`config.mk`:
```
export PLATFORM = sky130hd
export DESIGN_NAME = seg_scan_ctrl
export DESIGN_NICKNAME = d
export VERILOG_FILES = /design/src/rtl/seg_scan_ctrl.sv
export SDC_FILE = /design/constraint.sdc
export NUM_CORES = 1
export LEC_CHECK = 0
export ABC_AREA = 1
export CAP_MARGIN = 20
export CORE_ASPECT_RATIO = 0.5
export CORE_MARGIN = 1
export CORE_UTILIZATION = 55
export DETAILED_ROUTE_END_ITERATION = 7
export PLACE_DENSITY = 0.76
export RECOVER_POWER = 25
export SLEW_MARGIN = 20
export SYNTH_ARGS = -nofsm -noshare
export SYNTH_HDL_FRONTEND = slang
export SYNTH_SLANG_ARGS = --single-unit
```
`constraint.sdc`:
```
create_clock -name clk -period 4.1 [get_ports clk]
set_input_delay 0.615 -clock clk [delete_from_list [all_inputs] [get_ports clk]]
set_output_delay 0.615 -clock clk [all_outputs]
set_load 0.1 [all_outputs]
```
`src/rtl/seg_scan_ctrl.sv`:
```
// Time-multiplexed 8-digit common-anode 7-segment scan controller with blanking gaps.
// Optional macro SEG_PWM_EN adds a bright[2:0] input for segment duty control.
module seg_scan_ctrl #(
  parameter int NDIG      = 8,
  parameter int SCAN_DIV  = 1024,
  parameter int BLANK_CYC = 16
) (
  input  logic       clk,
  input  logic       rst,
  input  logic       wr_en,
  input  logic [2:0] wr_addr,
  input  logic [4:0] wr_data,
  input  logic [7:0] en_mask,
`ifdef SEG_PWM_EN
  input  logic [2:0] bright,
`endif
  output logic [7:0] LED7S,
  output logic [7:0] dig,
  output logic       frame_tick
);

  localparam int CW = $clog2(SCAN_DIV > BLANK_CYC ? SCAN_DIV : BLANK_CYC) + 1;
  localparam logic [0:0] ST_BLANK = 1'b0;
  localparam logic [0:0] ST_SHOW  = 1'b1;
  localparam logic [CW-1:0] SHOW_LAST  = CW'(SCAN_DIV - 1);
  localparam logic [CW-1:0] BLANK_LAST = CW'(BLANK_CYC - 1);

  logic [4:0]    regs_q [8];
  logic [4:0]    regs_d [8];
  logic [0:0]    state_q, state_d;
  logic [2:0]    idx_q, idx_d;
  logic [CW-1:0] cnt_q, cnt_d;
  logic          start_q, start_d;
  logic [7:0]    led_q, led_d;
  logic [7:0]    dig_q, dig_d;
  logic          tick;

  logic [2:0] nxt;
  logic       found;
  logic [3:0] base, cand;
  logic [4:0] cur;
  logic       seg_on;

  function automatic logic [7:0] hex2seg(input logic [3:0] v);
    case (v)
      4'h0: hex2seg = 8'hC0;  4'h1: hex2seg = 8'hF9;
      4'h2: hex2seg = 8'hA4;  4'h3: hex2seg = 8'hB0;
      4'h4: hex2seg = 8'h99;  4'h5: hex2seg = 8'h92;
      4'h6: hex2seg = 8'h82;  4'h7: hex2seg = 8'hF8;
      4'h8: hex2seg = 8'h80;  4'h9: hex2seg = 8'h90;
      4'hA: hex2seg = 8'h88;  4'hB: hex2seg = 8'h83;
      4'hC: hex2seg = 8'hC6;  4'hD: hex2seg = 8'hA1;
      4'hE: hex2seg = 8'h86;  default: hex2seg = 8'h8E;
    endcase
  endfunction

  // Next enabled digit, searching cyclically from idx+1 with idx itself last.
  // Right after reset the search starts at idx so the first frame begins at digit 0.
  always_comb begin
    nxt   = idx_q;
    found = 1'b0;
    cand  = '0;
    base  = start_q ? {1'b0, idx_q} : {1'b0, idx_q} + 4'd1;
    if (base >= 4'(NDIG)) base = base - 4'(NDIG);
    for (int k = 0; k < NDIG; k++) begin
      cand = base + 4'(k);
      if (cand >= 4'(NDIG)) cand = cand - 4'(NDIG);
      if (!found && en_mask[cand[2:0]]) begin
        found = 1'b1;
        nxt   = cand[2:0];
      end
    end
  end

  always_comb begin
    state_d = state_q;
    idx_d   = idx_q;
    cnt_d   = cnt_q + 1'b1;
    start_d = start_q;
    tick    = 1'b0;
    case (state_q)
      ST_BLANK: begin
        if (cnt_q == BLANK_LAST) begin
          cnt_d = '0;
          if (found) begin
            state_d = ST_SHOW;
            idx_d   = nxt;
            start_d = 1'b0;
            tick    = !start_q && (nxt <= idx_q);
          end
        end
      end
      ST_SHOW: begin
        if (!en_mask[idx_q] || cnt_q == SHOW_LAST) begin
          state_d = ST_BLANK;
          cnt_d   = '0;
        end
      end
      default: begin
        state_d = ST_BLANK;
        cnt_d   = '0;
      end
    endcase
  end

  always_comb begin
    regs_d = regs_q;
    if (wr_en && ({1'b0, wr_addr} < 4'(NDIG))) regs_d[wr_addr] = wr_data;
  end

  // Outputs are registered from the next-state values so dig/LED7S track state_q exactly;
  // the register file is read pre-write, giving write-first on the following cycle.
  always_comb begin
    cur = regs_q[idx_d];
`ifdef SEG_PWM_EN
    seg_on = (cnt_d[2:0] <= bright);
`else
    seg_on = 1'b1;
`endif
    dig_d = 8'hFF;
    led_d = 8'hFF;
    if (state_d == ST_SHOW) begin
      dig_d = ~(8'd1 << idx_d);
      if (seg_on) begin
        led_d = hex2seg(cur[3:0]);
        if (cur[4]) led_d[7] = 1'b0;
      end
    end
  end

  always_ff @(posedge clk) begin
    if (rst) begin
      for (int i = 0; i < 8; i++) regs_q[i] <= 5'h00;
      state_q <= ST_BLANK;
      idx_q   <= 3'd0;
      cnt_q   <= '0;
      start_q <= 1'b1;
      led_q   <= 8'hFF;
      dig_q   <= 8'hFF;
    end else begin
      regs_q  <= regs_d;
      state_q <= state_d;
      idx_q   <= idx_d;
      cnt_q   <= cnt_d;
      start_q <= start_d;
      led_q   <= led_d;
      dig_q   <= dig_d;
    end
  end

  assign LED7S      = led_q;
  assign dig        = dig_q;
  assign frame_tick = tick && !rst;

endmodule

```
==> summary.txt, run 1 <==
Hold path
  • WHS Path Cells: 2
  • Hold Crit Class: register to register
  • Hold endpoint: regs_q[10]
  • Min-delay src: regs_q[10]

Logic synthesis
  • Avg Synthesized Cell Area: 6.32 um^2
  • Number of flops mapped to enable cells by yosys: 0
  • Cell variety after synth: 42
  • YS warnings: 0
  • Synthesized area: 0.00438 mm^2
  • Cells after Synth: 693
  • Seq/Total Area, Yosys: between 30% and 40%
  • Yosys reg bits: approximately 70
  • Ys flop type: dfxtp_1
  • Asr flop ratio synth: 0%
  • Synthesized Nets: 723

Place
  • Cell count after placement: approximately 840
  • Buffers added on ports: 35
  • GPL Wtd Cong: around 0.98
  • Final HPWL DP: 8520 um

Clock network
  • Root Buffer: clkbuf_16
  • Num CTS Buffers: 9
  • H-tree depth: 3
  • Clk sinks: 72
  • CTS tree: built
  • Clock slew at reported path FFs: approximately 60 ps
  • Later-pin clock latency in the skew report: 340 ps
  • CTS Buffer Depth: 2

Critical path
  • R2R depth: 29
  • Startpoint Class: register
  • CP Cell Sequence: ha_4, nand2_4, nand2_8, ha_4, inv_4, nand3_2, nand2_2, nand2_2, nand2_4, nor2_8, nand4_4, nor2_4, nand2_4, o21ai_2, inv_1, nand2_1, nand2_1, inv_2, ha_4, a21oi_2, a32oi_2, nor4_4, buf_12
  • Kind of critical path: register to output pin
  • Worst R2R Start: idx_q[0]
  • Worst setup EP type: output pin
  • FF-to-FF End: LED7S[3]
  • Critical Path Fanout Max: 7
  • Arr. time, crit path: ~3500 ps
  • Crit path largest cell delay: roughly 400 ps
  • R2R setup slack: ~220 ps
  • Critical-path top delay cell: dfxtp_4
  • Req. time, crit path: 3480 ps

Routing
  • Pre-antenna DRT Iters: 5
  • DRT iter0 DRCs: 480
  • WL final: between 10000 and 15000 um
  • Residual DRC count: 0
  • Vias per inst: 5.36
  • Wire length per cell: 13.2 um
  • Vias: 4674
  • Post-DRT Antenna Nets: 0

STA
  • Worst-margin pin slew: 977 ps
  • Clk_skew: 6.93 ps
  • Post-route setup slack: -58.3 ps
  • Final worst-path cycle share: 101%
  • Max Clk Rate: between 0.2 and 0.25 GHz
  • Slew Limit Headroom: a little over a third
  • Final hold vios: 0
  • # setup viols final: 1
  • Final slew viol count: 0
  • Final worst path period need: 4160 ps
  • RSZ-0062 raised after global routing: yes

Global routing
  • GRT Total Usage: just under 30%
  • First-pass GRT wire length: 19400 um
  • Number of global-route vias before repair: 4146
  • Initial antenna violation count: 0
  • Largest net degree at the start of global routing: between 40 and 50
  • Total gr overflow: 0

Power
  • Static Leak: 0.00269 uW
  • VDD IR max: 233 uV
  • PwrDens: 312 mW/mm^2

Floorplan
  • Die Wd: ~130 um
  • Die area: 0.00835 mm^2
  • Core area: 0.00751 mm^2
  • Row count: 22
  • Die Y: 65.1 um
  • Starting Density: 58.3%
  • # IOs: 36

Finish
  • # diodes: 0
  • Nets@finish: 789
  • Commonest non-fill, non-tap cell in the layout: nand2_1
  • Layout Cells excl Fill: 872
  • Layout cell share with drive strength beyond 1: 17.4%
  • Core Util, Final: 74.8%
  • Layout area overhead: 28.3%
  • Most frequent cells in the layout: nand2_1, nor2_1, nand3_1

Run status
  • Failing checks: setup timing
  • Outcome: complete, but fails checks

Job
  • Max_cap viols: 0
==> critical path: cells and delay by family (launching register included) <==
family	cells	cell delay (ps)
buffers and inverters	4	370
flip-flops	1	400
adder cells (fa/ha/maj)	3	740
AND/OR/NAND/NOR	13	1350
AO/OA/AOI/OAI	3	330
==> logic make-up (layout without fill, tap and decap cells) <==
group / count (synthesis) / count (layout) / share of synthesized area, %
AOI/OAI and AO/OA: 90 / 90 / 11.1
xor gates and xnor gates: 4 / 4 / 0.799
adders and majority gates: 11 / 11 / 3.14
buffers and inverters: 99 / 170 / 9.11
DFF: 72 / 72 / 32.9
and+or+nand+nor: 417 / 417 / 43.0
==> report_power, final <==
part           internal (uW)  switching [uW]
sequential               715            6.91
clock                    552             314
combinational           66.2             102
total                   1330             422
==> area by class of cell <==
type / count / area, um^2
multi-input cells: 522 / 2770
fillers: 610 / 1890
clock buffers: 10 / 239
well taps: 108 / 135
repair buffers: 69 / 616
flip-flops and latches: 72 / 1450
inverters: 85 / 327
clock inverters: 6 / 88.8
==> worst max path at each step <==
stage | from | end | slack, ps | cells past startpoint
global route | idx_q[0] | frame_tick | -220 | 21
CTS | idx_q[0] | frame_tick | -110 | 24
detailed placement | en_mask[1] | frame_tick | 30 | 21
finish | idx_q[0] | frame_tick | -60 | 23
floorplan | idx_q[0] | frame_tick | -250 | 23
global placement | en_mask[1] | frame_tick | 90 | 21
==> stage by stage <==
stage | setup TNS (ps) | setup WS, ps | hold slack, ps | cell area, um^2 | power (uW)
CTS | -115 | -115 | 453 | 5490 | 1750
global placement | 0 | 89.5 | 432 | 5040 | 886
finish | -58.3 | -58.3 | 451 | 5620 | 1750
detailed placement | 0 | 28.4 | 444 | 5040 | 889
floorplan | -247 | -247 | 418 | 4480 | 842
global route | -324 | -220 | 472 | 5620 | 1820
==> per-layer routing <==
| metal | vias to the layer above | share of wire (%) | global-route usage, % |
|---|---|---|---|
| met5 | - | 0 | 0 |
| met4 | 0 | 1.4 | 9.85 |
| met3 | 23 | 7.2 | 7.08 |
| met2 | 172 | 45 | 47.4 |
| met1 | 2123 | 47 | 40.0 |
| li1 | 2356 | - | - |
==> flip-flops by register name (all words and copies together), names as in the netlist <==
name / count
state_q: 1
dig: 8
idx_q: 3
start_q: 1
regs_q: 40
LED7S: 8
cnt_q: 11
==> repair_timing <==
item,in CTS,in global routing
pin swaps,14,15
setup buffers,8,6
resized for setup,18,22
gates cloned,0,0
setup endpoints to repair,1,8
hold buffers,0,0
==> synth_stat cells, types with 3 or more instances <==
| cell type | n | share of area [%] |
|---|---|---|
| a21oi_1 | 24 | 2.7 |
| nor2_1 | 88 | 7.5 |
| nand3b_1 | 5 | 0.86 |
| o21ai_1 | 7 | 0.80 |
| o21ai_0 | 48 | 5.5 |
| or2_2 | 3 | 0.43 |
| nand2_1 | 202 | 17 |
| inv_1 | 79 | 6.8 |
| buf_1 | 3 | 0.26 |
| nand2_2 | 11 | 1.6 |
| xor2_1 | 4 | 0.80 |
| clkbuf_1 | 6 | 0.51 |
| nor3_1 | 3 | 0.34 |
| inv_2 | 6 | 0.51 |
| nand3_2 | 5 | 1.1 |
| nand4_1 | 6 | 0.86 |
| ha_1 | 11 | 3.1 |
| dfxtp_1 | 72 | 33 |
| nand2_4 | 5 | 1.3 |
| nand3_1 | 80 | 9.1 |
(Power assumes the default switching activity.)
==> run 2, diff against run 1 <==
SLEW_MARGIN = 25   (was 20)
==> results of run 2 <==
Same layout as run 1: the final DEF is identical, and so are final timing and power.
==> run 3, diff against run 2 <==
TNS_END_PERCENT = 20   (was unset)
==> run 3 against run 2 <==
Effect of this change: the flow still finishes with violations (setup timing); hold slack about the same; via count fell by 0.24%; non-clock buffer count shrank 1; power down 0.10%; setup slack improved by 9.8 ps; critical endpoint unchanged.
==> summary.txt, run 3 (synthesized netlist as in run 1, its figures left out) <==
Finish
  • Most flop-heavy register: regs_q
  • Layout cell share with drive strength beyond 1: between 15 and 20%
  • Most frequent cells in the layout: nand2_1, nor2_1, inv_1
  • Nets@finish: 788
  • Max reg flops: 40
  • Layout filler cell count: 617
  • # diodes: 0
  • Commonest non-fill, non-tap cell in the layout: nand2_1
  • Post-route cell area: about 0.0056 mm^2
  • Layout area overhead: 27.6%
  • Biggest regs: regs_q: 40 flops, cnt_q: 11 flops

Power
  • Tot Pwr: about 1800 uW
  • PwrDens: between 300 and 400 mW/mm^2
  • VDD IR max: 230 uV
  • Static Leak: 0.00268 uW

Routing
  • Pre-antenna DRT Iters: 5
  • DRT iter0 DRCs: 496
  • Vias per inst: 5.35
  • WL final: approximately 11000 um
  • Vias: 4663
  • Residual DRC count: 0
  • Post-DRT Antenna Nets: 0
  • Wire length per cell: 13.2 um

Floorplan
  • Die Wd: 128 um
  • Core area: 0.00751 mm^2
  • Die area: 0.00835 mm^2
  • Starting Density: between 50% and 60%
  • # IOs: 36
  • Die Y: approximately 65 um
  • Row count: 22

Clock network
  • H-tree depth: 3
  • Clk sinks: 72
  • Clock slew at reported path FFs: 60 ps
  • Root Buffer: clkbuf_16
  • Num CTS Buffers: 9
  • CTS Buffer Depth: 2
  • CTS tree: built
  • Later-pin clock latency in the skew report: ~340 ps
  • Hold_buf cts: 0

Global routing
  • Initial antenna violation count: 0
  • GRT Total Usage: 29.8%
  • Total gr overflow: 0
  • First-pass GRT wire length: between 15000 and 20000 um
  • Number of global-route vias before repair: ~4100
  • Largest net degree at the start of global routing: 42

STA
  • Final slew viol count: 0
  • # setup viols final: 1
  • RSZ-0062 raised after global routing: yes
  • Slew Limit Headroom: 34.7%
  • Worst-margin pin slew: 977 ps
  • Max Clk Rate: 0.241 GHz
  • Clk_skew: 6.33 ps
  • Post-route setup slack: -48.4 ps
  • Final setup TNS: -48.4 ps
  • Final worst path period need: around 4100 ps
  • Final worst-path cycle share: 101%
  • Final hold vios: 0

Hold path
  • Hold Crit Class: register to register

Critical path
  • Kind of critical path: register to output pin
  • Critical Path Fanout Max: 6
  • Arr. time, crit path: 3530 ps
  • Worst setup EP type: output pin
  • Startpoint Class: register
  • Req. time, crit path: between 3000 and 4000 ps

Place
  • Buffers added on ports: 35
  • Pre-CTS setup slack: 28.4 ps
  • GPL Wtd Cong: 0.980
  • DP Area: between 0.005 and 0.006 mm^2
  • Final HPWL DP: 8520 um

Run status
  • Outcome: complete, but fails checks
  • Failing checks: setup timing

Job
  • Max_cap viols: 0
## run 3: per-layer routing
metal / track usage, % / vias up / wire length [um]
li1: - / 2355 / -
met1: 40.0 / 2134 / 5430
met2: 47.4 / 147 / 5140
met3: 7.08 / 27 / 734
met4: 9.85 / 0 / 193
met5: 0 / - / 0
## run 3: worst max-delay path, stage by stage (launching register included)
cell and delay, ps:
dfxtp_4 410, ha_4 220, nand2_4 80, nand2_8 70, ha_4 320, nand3_1 130
nand2_2 110, nand2_1 50, nand2_1 170, o21ai_0 100, nand3_1 70, nand2_1 60
a21oi_1 220, o21bai_4 70, nand2_1 70, nand2_1 60, nand2_1 90, inv_2 50
ha_4 220, a21oi_2 130, a32oi_2 90, nor4_4 200, buf_12 210
## run 3: final cells by class
class	instances	area [um^2]	area share [%]
clock buffers	10	239	4.27
clock inverters	6	88.8	1.59
inverters	85	327	5.84
multi-input cells	522	2750	49.1
flip-flops and latches	72	1450	25.9
well taps	108	135	2.42
repair buffers	68	608	10.9
## run 3: per-stage QoR
step	utilization, %	hold WS, ps	instances
2_1_floorplan	-	418	693
3_3_place_gp	67.0	432	842
3_5_place_dp	67.0	444	842
4_1_cts	73.1	453	866
5_1_grt	74.4	472	871
6_report	74.4	452	871
## run 3: worst paths after layout
check	startpoint	endpoint	slack (ps)	depth (start not counted)
worst max register to register	idx_q[0]	LED7S[3]	240	29
worst max-delay path	idx_q[0]	frame_tick	-50	22
worst min register to register	regs_q[10]	regs_q[10]	450	2
worst min-delay path	regs_q[10]	regs_q[10]	450	2
## run 3: where the power goes
part,internal [uW],total (uW),switching (uW)
Sequential,715,721,6.82
Clock,552,864,313
Combinational,66.0,167,101
## run 3: repair_timing
action | in CTS | in global routing
resized for setup | 18 | 15
endpoints found under the hold margin | 0 | 0
buffers inserted | 8 | 5
endpoints found under the setup margin | 1 | 8
pin swaps | 14 | 13
==> RTL change 1: new RTL, settings of run 2 <==
Register the inputs `wr_en`, `wr_addr`, `wr_data` and `en_mask` before use. The logic sees them one clock later.
--- a/src/rtl/seg_scan_ctrl.sv
+++ b/src/rtl/seg_scan_ctrl.sv
@@ -24,6 +24,18 @@
   localparam logic [0:0] ST_SHOW  = 1'b1;
   localparam logic [CW-1:0] SHOW_LAST  = CW'(SCAN_DIV - 1);
   localparam logic [CW-1:0] BLANK_LAST = CW'(BLANK_CYC - 1);
+
+  logic wr_en_q;
+  logic [2:0] wr_addr_q;
+  logic [4:0] wr_data_q;
+  logic [7:0] en_mask_q;
+
+  always_ff @(posedge clk) begin
+    wr_en_q   <= wr_en;
+    wr_addr_q <= wr_addr;
+    wr_data_q <= wr_data;
+    en_mask_q <= en_mask;
+  end
 
   logic [4:0]    regs_q [8];
   logic [4:0]    regs_d [8];
@@ -65,7 +77,7 @@
     for (int k = 0; k < NDIG; k++) begin
       cand = base + 4'(k);
       if (cand >= 4'(NDIG)) cand = cand - 4'(NDIG);
-      if (!found && en_mask[cand[2:0]]) begin
+      if (!found && en_mask_q[cand[2:0]]) begin
         found = 1'b1;
         nxt   = cand[2:0];
       end
@@ -91,7 +103,7 @@
         end
       end
       ST_SHOW: begin
-        if (!en_mask[idx_q] || cnt_q == SHOW_LAST) begin
+        if (!en_mask_q[idx_q] || cnt_q == SHOW_LAST) begin
           state_d = ST_BLANK;
           cnt_d   = '0;
         end
@@ -105,7 +117,7 @@
 
   always_comb begin
     regs_d = regs_q;
-    if (wr_en && ({1'b0, wr_addr} < 4'(NDIG))) regs_d[wr_addr] = wr_data;
+    if (wr_en_q && ({1'b0, wr_addr_q} < 4'(NDIG))) regs_d[wr_addr_q] = wr_data_q;
   end
 
   // Outputs are registered from the next-state values so dig/LED7S track state_q exactly;
Check against the original RTL: same outputs for any inputs over 10 cycles, from zero or initial values and one cycle with rst high; that may be too few to reach the edited logic, so the function may still have changed.
==> RTL change 1 against run 2 <==
  * Utilization is 2.4 points lower
  * Area after synthesis up 8.8%
  * Register-to-register slack got worse by 0.17 ns
  * Design area is 5.6% higher
  * Routed wire length grew 6.7%
  * Total power is 8.8% higher
  * Via count grew 2.3%
  * Setup slack worse by 0.14 ns
  * Largest power group is now sequential cells
  * The run ends with max-capacitance violations, max-slew violations, negative setup slack left
  * Sequential cell count up 17
  * Sequential power grew 26%
==> RTL change 1: results (changes against run 2) <==
- Status: finished, violations left
- Failing checks: max-capacitance violations, max-slew violations, negative setup slack
- Area contributors post-synth: dfxtp_1, nand2_1, nand3_1, nor2_1, o21ai_0
- CP max-delay cell: dfxtp_4
- Final slew viol count: 43 (+43)
- Most instantiated cells after synthesis: nand2_1, nor2_1, dfxtp_1
- Clk_lat worst skew: 0.35 ns
- Reg clk slew, reported paths: 0.07 ns
- Antenna violations before repair: 0 (unchanged)
- Final Wtd Congestion: 0.938 (-4.3%)
- Setup ws final: -0.195 ns (-0.137 ns)
- Syn_nets: 744 (+2.9%)
- Pre-Repair DR Iteration Count: 5 (unchanged)
- Slew margin rel.: -1.29% (-36 points)
- # port buffers: 35 (unchanged)
- Met3 GRT Util: 5.78% (-1.3 points)
- M2 GR Usage: 48.5% (+1.1 points)
- Pin count of the biggest net entering global routing: 43 (+2.4%)
- Final non-filler cell total: 892 (+2.3%)
- Delay-heaviest family, CP: simple AND/OR/NAND/NOR gates
- Final setup violation count: 1 (unchanged)
- Max stage delay on crit path: 0.40 ns (about the same)
- Sequential area share after synthesis: 37.4% (+4.5 points)
- Critical path fanouts, max: 7 (unchanged)
- Post-Place Setup Slack: 0.0480 ns (+0.0197 ns)
- YS warnings: 0 (unchanged)
- Async S/R FF share, synth: 0% (unchanged)
- ANT cells: 0 (unchanged)
- Global-route wire length before repair: 20.0 mm (+2.8%)
- Root buf cell: clkbuf_16
- Worst IR Drop VDD: 0.258 mV (+11%)
- GR Layer Usage met1: 36.4% (-3.7 points)
- CTS buffer count: 9 (unchanged)
- Number of cells after detailed placement: 860 (+2.1%)
- Share of layout cells above drive strength 1: 16.0% (-1.4 points)
- Critical path data arrival time: 3.68 ns (+0.14 ns)
- Avg Cell Area, Syn: 6.67 sq um (+5.6%)
- Initial DRC Count: 437 (-9.0%)
- CTS max path bufs: 2 (unchanged)
- Static Leak: 0.00279 uW (+3.7%)
- Max Cap Viol: 1 (+1)
- Setup TNS Final: -0.195 ns (-0.137 ns)
- Min-Delay Path Class: reg -> reg
- H-tree depth: 3 (unchanged)
- Largest regs: regs_q x40, cnt_q x11
- Total GRT Usage: 28.5% (-1.3 points)
- Wirelength per Cell: 13.8 um (+4.3%)
- Final Skew: 0.00733 ns (+0.000401 ns)
- DR vias: 4,780 (+2.3%)
- Final #Nets: 805 (+2.0%)
- DP HPWL: 8.52 mm (about the same)
- Netlist cell types: 37 (-12%)
- Vias in the first global route: 4,351 (+4.9%)
-- RTL change 1: logic make-up after synthesis --
| group | after synthesis | share of synthesized area, % |
|---|---|---|
| and+or+nand+nor | 444 | 43.0 |
| DFF | 89 | 37.4 |
| xor gates and xnor gates | 4 | 0.735 |
| AOI/OAI and AO/OA | 79 | 8.56 |
| adders and majority gates | 11 | 2.89 |
| buffers and inverters | 87 | 7.46 |
-- RTL change 1: final cells by class --
type / count / area [sq um]
sequential: 89 / 1790
fill: 662 / 2260
clock buffer: 10 / 229
inverter: 70 / 275
multi-input combinational: 538 / 2830
clock inverter: 6 / 75.1
timing repair buffer: 67 / 597
tap: 112 / 140
-- RTL change 1: through the flow --
stage	hold WS (ns)	cell area [sq um]
final	0.456	5940
after global routing	0.483	5940
after CTS	0.455	5900
after detailed placement	0.445	5420
after global placement	0.432	5420
after floorplan	0.418	4890
-- RTL change 1: routing by layer --
layer  vias up  routed length, um
met1      2181               5840
li1       2415                  -
met2       160               5480
met5         -                  0
met3        24                739
met4         0                220
-- RTL change 1: worst paths after layout --
check                                              from                      end  slack, ns  cells after the start
worst max-delay path                idx_q[0]$_SDFF_PP0_               frame_tick      -0.20                     21
worst min-delay path            regs_q[13]$_SDFFE_PP0P_  regs_q[13]$_SDFFE_PP0P_       0.46                      2
worst max register to register      idx_q[0]$_SDFF_PP0_      LED7S[2]$_SDFF_PP1_       0.05                     35
worst min register to register  regs_q[13]$_SDFFE_PP0P_  regs_q[13]$_SDFFE_PP0P_       0.46                      2
-- RTL change 1: where the power goes --
part / internal [uW] / switching (uW) / total (uW)
sequential: 888 / 21.2 / 909
clock: 481 / 360 / 841
combinational: 65.5 / 94.6 / 160
-- RTL change 1: timing repair --
item,CTS,global route
pin swaps,9,2
resized for setup,13,8
setup endpoints to repair,1,8
setup buffers,15,1
-- RTL change 1: worst min-delay path: stages, from the launching register on --
cell,delay [ns]
dfxtp_1,0.30
inv_1,0.06
a21oi_1,0.05
==> RTL change 2: new RTL, flow settings as in run 2 <==
Made on the original files. The parameter `SCAN_DIV` goes from 1024 to 4096.
--- a/src/rtl/seg_scan_ctrl.sv
+++ b/src/rtl/seg_scan_ctrl.sv
@@ -2,7 +2,7 @@
 // Optional macro SEG_PWM_EN adds a bright[2:0] input for segment duty control.
 module seg_scan_ctrl #(
   parameter int NDIG      = 8,
-  parameter int SCAN_DIV  = 1024,
+  parameter int SCAN_DIV  = 4096,
   parameter int BLANK_CYC = 16
 ) (
   input  logic       clk,
Function: no difference found for any inputs over 10 cycles, from zero or initial values and one cycle with rst high; that may be too few to reach the edited logic, so the function may still have changed.
==> RTL change 2 against run 2 <==
  * The flow finishes with violations (design-rule violations, negative setup slack)
  * Area after synthesis rose by 4.7%
  * Setup slack improved by 0.0029 ns
  * Total power fell by 2.0%
  * First-iteration DRC count fell by 18%
  * Design area rose by 2.3%
  * Synthesized cell count rose by 4.2%
  * Count of clock-buffer cells in the layout did not move
  * Critical endpoint unchanged
  * Routed wire length rose by 6.5%
  * Critical path depth fell by 3
  * Largest power group unchanged
  * Sequential cell count rose by 2
==> RTL change 2: results (changes against run 2) <==
- DR vias: 4,782 (+2.3%)
- Largest regs: regs_q x40, cnt_q x13
- Final non-filler cell total: 897 (+2.9%)
- Multi-input logic area: 2910 sq um (+5.2%)
- Post-Place Setup Slack: 0.107 ns (+0.0783 ns)
- Dpl cell area: 5210 sq um (+3.5%)
- Final setup violation count: 1 (unchanged)
- Met1 WL: 5.89 mm (+9.6%)
- Setup ws final: -0.0554 ns (+0.00293 ns)
- Status: finished, violations left
- Syn_nets: 755 (+4.4%)
- Netlist cell types: 41 (-2.4%)
- Setup TNS Final: -0.0554 ns (+0.00293 ns)
- GR Layer Usage met1: 38.4% (-1.6 points)
- Final #Nets: 813 (+3.0%)
- Vias in the first global route: 4,271 (+3.0%)
- Failing checks: design-rule violations, negative setup slack
- Drt total wl: 12.3 mm (+6.5%)
- Pre-Repair DR Iteration Count: 7 (+2)
- Area contributors post-synth: dfxtp_1, nand2_1, nand3_1, nor2_1, inv_1
- Met2 WL post-DR: 5.47 mm (+6.1%)
- P_seq: 741 uW (+3%)
- FF+latch area: 1490 sq um (+2.9%)
- Initial DRC Count: 395 (-18%)
- Slew margin rel.: 34.2% (-0.44 points)
- DR DRC count: 2 (+2)
- Worst IR Drop VDD: 0.286 mV (+23%)
- Most instantiated cells after synthesis: nand2_1, nor2_1, inv_1
- DP HPWL: 8.84 mm (+3.7%)
- Final Skew: 0.00685 ns (-0.0000783 ns)
- Number of cells after detailed placement: 869 (+3.2%)
- Met3 GRT Util: 5.33% (-1.8 points)
- FILL cells: 677 (+11%)
RTL change 2: path summary, 6_finish.rpt:
path                                             to  slack (ns)  depth (start not counted)                 from
worst max-delay path                     frame_tick       -0.06                         20  idx_q[0]$_SDFF_PP0_
worst min-delay path            cnt_q[0]$_SDFF_PP0_        0.45                          1  cnt_q[0]$_SDFF_PP0_
worst max register to register  LED7S[3]$_SDFF_PP1_        0.24                         28  idx_q[0]$_SDFF_PP0_
worst min register to register  cnt_q[0]$_SDFF_PP0_        0.45                          1  cnt_q[0]$_SDFF_PP0_
RTL change 2: cell families (layout without fill, tap and decap cells):
kind of cell,Yosys count,in the layout,share of synthesized area (%)
fa+ha+maj,14,14,3.82
simple gates,443,443,43.8
compound gates,86,86,10.2
buf+inv,100,163,8.97
flops,74,74,32.3
xor+xnor,5,5,0.954
RTL change 2: what timing repair did:
| item | in CTS | in global routing |
|---|---|---|
| resized for setup | 17 | 20 |
| setup buffers | 5 | 7 |
| pin swaps | 17 | 18 |
| endpoints found under the setup margin | 1 | 3 |
